===== config.mk =====
export PLATFORM = sky130hd
export DESIGN_NAME = mem_stage
export DESIGN_NICKNAME = d
export VERILOG_FILES = /design/src/rtl/mem_stage.sv
export SDC_FILE = /design/constraint.sdc
export NUM_CORES = 1
export LEC_CHECK = 0
export CAP_MARGIN = 25
export CORE_AREA = 2 2 129 131
export CTS_CLUSTER_SIZE = 40
export DETAILED_ROUTE_END_ITERATION = 8
export DIE_AREA = 0 0 131 133
export PLACE_DENSITY_LB_ADDON = 0.3
export SETUP_SLACK_MARGIN = 0.4
export SYNTH_ARGS = -nofsm -noshare
export SYNTH_HDL_FRONTEND = slang
export SYNTH_SLANG_ARGS = --single-unit
export TNS_END_PERCENT = 20

===== constraint.sdc =====
create_clock -name clk -period 3.4 [get_ports clk]
set_input_delay 0.85 -clock clk [delete_from_list [all_inputs] [get_ports clk]]
set_output_delay 0.85 -clock clk [all_outputs]
set_load 0.005 [all_outputs]

===== src/rtl/mem_stage.sv =====
// Load/store stage: drives a req/gnt/rvalid bus and stalls upstream until rvalid (best case 1 stall cycle).
// Build option MISALIGN_EXP_EN turns misaligned half/word accesses into exceptions instead of bus requests.
module mem_stage #(
  parameter int XLEN          = 32,
  parameter int RF_ADDR_WIDTH = 5
) (
  input  logic                     clk,
  input  logic                     rst,
  input  logic                     mem_valid,
  input  logic [XLEN-1:0]          mem_pc_i,
  input  logic                     mem_re,
  input  logic                     mem_we,
  input  logic [XLEN-1:0]          mem_ls_addr,
  input  logic [4:0]               mem_l_mask,
  input  logic [3:0]               mem_byte_we,
  input  logic [XLEN-1:0]          mem_rs2,
  input  logic                     mem_req_rf_i,
  input  logic [RF_ADDR_WIDTH-1:0] mem_rf_waddr_i,
  input  logic [XLEN-1:0]          mem_alu_res,
  input  logic                     mem_int_flag_i,
  input  logic                     mem_exp_flag_i,
  input  logic                     wb_exp_int_flag,
  output logic                     dbus_req,
  output logic                     dbus_we,
  output logic [XLEN-1:0]          dbus_addr,
  output logic [3:0]               dbus_be,
  output logic [XLEN-1:0]          dbus_wdata,
  input  logic                     dbus_gnt,
  input  logic                     dbus_rvalid,
  input  logic [XLEN-1:0]          dbus_rdata,
  output logic                     mem_stall,
  output logic                     mem_req_rf_o,
  output logic [RF_ADDR_WIDTH-1:0] mem_rf_waddr_o,
  output logic [XLEN-1:0]          mem_wdata,
  output logic [RF_ADDR_WIDTH-1:0] mem_fw_rd_addr,
  output logic [XLEN-1:0]          mem_fw_data,
  output logic                     mem_exp_int_flag,
  output logic                     mem_misalign
);

  typedef enum logic [1:0] {IDLE, REQ, WAIT} state_t;

  state_t          state, state_nxt;
  logic            ok, start, kill_q, misalign;
  logic [XLEN-1:0] rdata_q, sh, load_data;

`ifdef MISALIGN_EXP_EN
  logic [3:0] size_sel;
  logic       is_half, is_word;
  assign size_sel = mem_re ? mem_l_mask[3:0] : mem_byte_we;
  assign is_half  = (size_sel == 4'b0011) | (~mem_re & (size_sel == 4'b1100));
  assign is_word  = (size_sel == 4'b1111);
  assign misalign = mem_valid & (mem_re | mem_we) &
                    ((is_half & mem_ls_addr[0]) | (is_word & (mem_ls_addr[1:0] != 2'b00)));
`else
  assign misalign = 1'b0;
`endif

  assign mem_misalign     = misalign;
  assign mem_exp_int_flag = mem_int_flag_i | mem_exp_flag_i | misalign;
  assign ok               = ~(mem_exp_int_flag | wb_exp_int_flag);
  // Reset gates the combinational launch so an access in flight is abandoned immediately.
  assign start            = ~rst & mem_valid & (mem_re | mem_we) & ok & (state == IDLE);

  always_comb begin
    state_nxt = state;
    dbus_req  = 1'b0;
    case (state)
      IDLE: begin
        dbus_req = start;
        if (start) state_nxt = dbus_gnt ? WAIT : REQ;
      end
      REQ: begin
        if (!ok) begin
          state_nxt = IDLE;
        end else begin
          dbus_req = 1'b1;
          if (dbus_gnt) state_nxt = WAIT;
        end
      end
      WAIT:    if (dbus_rvalid) state_nxt = IDLE;
      default: state_nxt = IDLE;
    endcase
  end

  // kill_q remembers a kill seen while waiting so the late response is discarded.
  always_ff @(posedge clk or posedge rst) begin
    if (rst) begin
      state   <= IDLE;
      rdata_q <= '0;
      kill_q  <= 1'b0;
    end else begin
      state  <= state_nxt;
      kill_q <= (state == WAIT) & ~dbus_rvalid & (kill_q | ~ok);
      if (dbus_rvalid) rdata_q <= dbus_rdata;
    end
  end

  assign mem_stall = start | (state == REQ) | ((state == WAIT) & ~dbus_rvalid);

  assign dbus_we   = mem_we;
  assign dbus_addr = {mem_ls_addr[XLEN-1:2], 2'b00};
  assign dbus_be   = mem_byte_we;

  always_comb begin
    dbus_wdata = mem_rs2;
    case (mem_byte_we)
      4'b0001, 4'b0010, 4'b0100, 4'b1000: dbus_wdata = {4{mem_rs2[7:0]}};
      4'b0011, 4'b1100:                   dbus_wdata = {2{mem_rs2[15:0]}};
      default:                            dbus_wdata = mem_rs2;
    endcase
  end

  assign sh = dbus_rdata >> {mem_ls_addr[1:0], 3'b000};

  always_comb begin
    load_data = sh;
    case (mem_l_mask[3:0])
      4'b0001: load_data = {{24{mem_l_mask[4] & sh[7]}}, sh[7:0]};
      4'b0011: load_data = {{16{mem_l_mask[4] & sh[15]}}, sh[15:0]};
      default: load_data = sh;
    endcase
  end

  assign mem_wdata      = mem_re ? load_data : mem_alu_res;
  assign mem_req_rf_o   = ~rst & mem_req_rf_i & mem_valid & ok & ~mem_stall & ~kill_q;
  assign mem_rf_waddr_o = mem_rf_waddr_i;
  assign mem_fw_rd_addr = mem_rf_waddr_i;
  assign mem_fw_data    = mem_wdata;

  // rdata_q is a trace tap and the PC rides along for debug; neither feeds logic here.
  logic unused_dbg;
  assign unused_dbg = ^{rdata_q, mem_pc_i};

endmodule


# ---- Yosys cells after proc, flatten, opt, wreduce, memory -nomap -nowiden
# Cells that the tools add are included.
dict set report op_classes {
  eq_ne 13
  shifts 1
  n_mux 11
  n_bitwise 24
  reduce_logical 4
}
# op n
set ops {}
lappend ops {{one-hot mux 32 bit (2 select lines)} 2}
lappend ops {{2-to-1 mux 32 bit} 1}
lappend ops {{right shift 32 x 5 -> 32 bit} 1}
lappend ops {{bitwise AND 1 bit} 13}
lappend ops {{== test 4 x 2 -> 1 bit, second input constant} 3}
lappend ops {{2-to-1 mux 2 bit} 5}
lappend ops {{== test 4 x 1 -> 1 bit, second input constant} 2}
lappend ops {{== test 4 bit, second input constant} 2}
lappend ops {{bitwise OR 1 bit} 6}
lappend ops {{one-hot mux 2 bit (3 select lines)} 1}
lappend ops {{inverter 1 bit} 5}
lappend ops {{== test 4 x 3 -> 1 bit, second input constant} 1}
lappend ops {{inequality test 2 bit, second input constant} 2}
lappend ops {{OR reduction 4 bit} 1}
lappend ops {{inequality test 3 bit, second input constant} 1}
lappend ops {{AND reduction 3 bit} 1}
lappend ops {{== test 2 x 1 -> 1 bit, second input constant} 1}
lappend ops {{== test 2 bit, second input constant} 1}
lappend ops {{zero test 2 bit} 1}
lappend ops {{one-hot mux 1 bit (2 select lines)} 1}
lappend ops {{OR reduction 2 bit} 1}
lappend ops {{2-to-1 mux 1 bit} 1}
dict set report word_totals {
  register_bits 3
  input_bits 185
}

# ---- Longest topological paths before layout
dict set report depth {
  word_depth 10
  depth_mapped 8
  ltp_nobuf 4
}

# ---- Worst setup path after synthesis
# No wires, ideal clock.
dict set report synth_path {
  path_kind {input-to-output}
  start {in mem_ls_addr[1]}
  end {out mem_wdata[24]}
  t_arrival_ns 2.078
  t_required_ns 2.550
  slack_ns 0.472
  stages 7
  path_buffers 3
  cell_sequence {buf_6 mux2i_2 o21ai_1 o2111a_1 buf_6 a221o_1 buf_4}
}
dict set report synth_between {
  elab_chain_cells 4
  word_cells_on_any_way 5
  classes_between {shift: 1; mux: 2; bitwise: 2}
}
# element line
set synth_rtl {}
lappend synth_rtl {{from (decl)} 13} ;# input logic [XLEN-1:0] mem_ls_addr,
lappend synth_rtl {{right shift 32 x 5 -> 32 bit *} 114} ;# assign sh = dbus_rdata >> {mem_ls_addr[1:0], 3'b000};
lappend synth_rtl {{bitwise AND 1 bit (on tied branches)} {120, 119}}
lappend synth_rtl {{one-hot mux 32 bit (2 select lines) *} 118} ;# case (mem_l_mask[3:0])
lappend synth_rtl {{2-to-1 mux 32 bit *} 125} ;# assign mem_wdata = mem_re ? load_data : mem_alu_res;
lappend synth_rtl {{to (decl)} 34} ;# output logic [XLEN-1:0] mem_wdata,
# Every way passes the cells marked *; elsewhere a longest branch is shown, timed or not.

# ---- Final worst setup path
dict set report layout_path {
  start {in wb_exp_int_flag}
  end {out mem_req_rf_o}
}
dict set report layout_between {
  elab_chain_cells 9
  word_cells_on_any_way 10
  classes_between {bitwise: 10}
}
# element line
set layout_rtl {}
lappend layout_rtl {{from (decl)} 22} ;# input logic wb_exp_int_flag,
lappend layout_rtl {{bitwise OR 1 bit *} 61} ;# assign ok = ~(mem_exp_int_flag | wb_exp_int_flag);
lappend layout_rtl {{inverter 1 bit *} 61}
lappend layout_rtl {{bitwise AND 1 bit (2 in series)} 63} ;# assign start = ~rst & mem_valid & (mem_re | mem_we) & ok & (state == IDLE);
lappend layout_rtl {{bitwise OR 1 bit (2 in series)} 99} ;# assign mem_stall = start | (state == REQ) | ((state == WAIT) & ~dbus_rvalid);
lappend layout_rtl {{inverter 1 bit} 126} ;# assign mem_req_rf_o = ~rst & mem_req_rf_i & mem_valid & ok & ~mem_stall & ~kill_q;
lappend layout_rtl {{bitwise AND 1 bit * (2 in series)} 126}
lappend layout_rtl {{to (decl)} 32} ;# output logic mem_req_rf_o,
# Marked as above.

==> flow_metrics.tcl <==
set metrics [dict create \
    wl_per_cell_um 15.7 \
    rrSetupSlack_ps 1950 \
    grt_overflow 0 \
    placedInstanceArea_sq_um 4250 \
    synth_cell_types 43 \
    grt_max_degree 18 \
    fin_nets 669 \
    synthCells 283 \
    core-area_sq_um 16200 \
    wirelength_um 11000 \
    crit_slowest_cell "clkdlybuf4s50_1" \
    ys_seq_elements 3 \
    detail_route.vias_per_cell 4.04 \
    gp_congestion 0.789 \
    synth_edf_count 0 \
    crit_required_ps 2550 \
    synth-main-ff-cell "dfrtp_1" \
    area_growth_syn_to_layout_pct 118 \
    synth_seq_area_share_pct 3.47 \
    initial_core_util_pct 13.4 \
    crit_start "wb_exp_int_flag" \
    grt_use_total_pct 11.6 \
    finalClockSkew_ps 1.77 \
    start_kind "input port" \
    rows 47 \
    syn_area_sq_um 2160 \
    rsz0062_at_grt "yes" \
    drv_slew 0 \
    drive_above_1_share_pct 43.3 \
    post-route-drc-count 0 \
    cts_tree "done" \
    grt_pass1_wl_um 15900 \
    timing.rr.start "state[1]" \
    arrival_ps 2330 \
    worstHoldPathType "reg -> reg" \
    r2r_cells 4 \
    timing.fmax_ghz 0.314 \
    rr_endpoint "state[0]" \
    irDropWorstVdd_mv 0.448 \
    die_y_um 133 \
    dp_hpwl_um 8710 \
    yosys.area.top_type "buf_4" \
    cp_slowest_stage_delay_ps 400 \
    worstSetupPathDepth 6 \
    power_uw 883 \
    leakagePower_nw 2.09 \
    path_cells "clkdlybuf4s50_1, or3_4, o211ai_1, buf_4, nor2_1, dlygate4sd2_1" \
    synth_top_area_share_pct 30.9 \
    ant_nets 0 \
    cts_inserted_buffers 3 \
    clk_pin_slew_ps 30 \
    avgSynthCellArea_sq_um 7.65 \
    route.vias.total 2838 \
    critical_path_class "in -> out" \
    p_per_area_nw_per_um2 187 \
    final_core_util_pct 29.1 \
    root_buffer "clkbuf_16" \
    clkSinkCount 3 \
    num_antenna_cells 0 \
    antenna_found_initial 0 \
    clk_latency_ps 230 \
    finalCritPeriodShare_pct 93.6 \
    fill_cells 1716 \
    first_iter_violations 45 \
    hold_viol_final 0 \
    dieArea_sq_um 17400 \
    ctsHtreeMaxLevel 1 \
    finalCriticalPeriod_ps 3180 \
    setup_viol 0 \
    maxCapViolations 0 \
    synthArstFlopShare_pct 100 \
    outcome "finished clean" \
    cts_buffer_depth 2 \
    yosys_warnings 0 \
    die-width_um 131 \
    worst_setup_path_end_kind "output pin" \
    boundaryPins 333 \
    first_pass_iters 4 \
    cp_top_family "buffers and inverters" \
    synthTopCellsByArea "buf_4 31%, mux2i_1 7.9%, a221o_1 7.4%, mux2_2 6.8%, mux2_1 5.7%" \
    grt_pass1_vias 3071 \
    worst-path-buf-inv 3 \
    critPathCapture "mem_req_rf_o" \
    path_max_fanout 4 \
    fin_area_sq_um 4710 \
    port_buffers 222 \
]
worst min-delay path, cell delays in order (launching register included):
cell and delay, ps:
dfrtp_1 330, nor2_2 50, nor2_1 90
cell usage in the layout, fill, tap and decap left out, types with 4 or more instances in the layout:
cell type        synthesis  final
a211oi_2                 0      4
a21oi_1                 16      6
a21oi_2                  0     10
a221o_1                 16     16
a2bb2oi_1                7      7
and2_1                   7      6
buf_12                   0      8
buf_2                    9     55
buf_4                   89     57
buf_6                    2     14
clkdlybuf4s50_1          0    116
dlygate4sd2_1            0     33
dlymetal6s2s_1           0      6
mux2_1                  11      8
mux2_2                  13     13
mux2i_1                 17     10
mux2i_2                  1      5
nand2_1                 18     16
nor2_1                  16     13
nor2b_1                  8      6
o2bb2ai_1                8      8
where the power goes:
part           internal (mW)  total [mW]  switching (mW)
Combinational          0.408       0.655           0.247
Clock                  0.155       0.190          0.0354
Sequential            0.0364      0.0369        0.000461
routing by layer:
| metal | global-route usage [%] | wire length, um |
|---|---|---|
| met4 | 3.43 | 258 |
| met3 | 2.63 | 1150 |
| met1 | 11.8 | 3800 |
| met5 | 0 | 0 |
| met2 | 22.8 | 5840 |
cell type report:
class                   instances  area, sq um  area share (%)
clock buffers                   4         78.8            1.67
inverters                       4         15.0           0.319
multi-input cells             175         1610            34.1
flip-flops and latches          3         75.1            1.59
well taps                     220          275            5.84
repair buffers                297         2660            56.4
through the flow:
stage                     setup WS [ps]  hold WS, ps  setup TNS [ps]  instances
after floorplan                     472          452               0        285
after global placement             -591          474          -36200        663
after detailed placement           -581          505          -36460        663
after CTS                           216          519               0        696
after global routing                159          536               0        703
final                               217          518               0        703
kinds of logic (layout without fill, tap and decap cells):
kind of cell    after synthesis  in the layout  share of synthesized area, %
compound gates               67             67                          25.0
xor+xnor                      3              3                          1.21
buf+inv                     107            305                          35.2
flops                         3              3                          3.47
mux                          42             42                          21.0
other cells                   1              3                         0.173
simple gates                 60             60                          14.0
synth_stat cells (3+ instances only):
| master | count |
|---|---|
| buf_2 | 9 |
| mux2i_1 | 17 |
| a211oi_1 | 7 |
| inv_1 | 3 |
| buf_4 | 89 |
| nor2b_1 | 8 |
| dfrtp_1 | 3 |
| a21oi_1 | 16 |
| and2_1 | 7 |
| mux2_1 | 11 |
| mux2_2 | 13 |
| nor2_1 | 16 |
| clkbuf_1 | 3 |
| o2bb2ai_1 | 8 |
| nand2_1 | 18 |
| a2bb2oi_1 | 7 |
| a221o_1 | 16 |
what timing repair did:
| action | CTS | global route |
|---|---|---|
| hold buffers | 0 | 0 |
| cloned | 2 | 0 |
| endpoints found under the setup margin | 91 | 88 |
| buffers inserted | 27 | 7 |
| pin swaps | 42 | 15 |
| gates resized for setup | 356 | 38 |
| hold endpoints to repair | 0 | 0 |
state kept, by name, indices dropped and copies added, names as in the netlist:
register and cells:
kill_q 1, state 2
how the worst min path moves through the flow:
stage | start | to | slack, ps | cells after the start
floorplan | kill_q | kill_q | 450 | 2
global placement | kill_q | kill_q | 470 | 2
detailed placement | kill_q | kill_q | 500 | 2
CTS | kill_q | kill_q | 520 | 2
global route | kill_q | kill_q | 540 | 2
finish | kill_q | kill_q | 520 | 2
No activity file was read; power rests on OpenSTA's default activity.
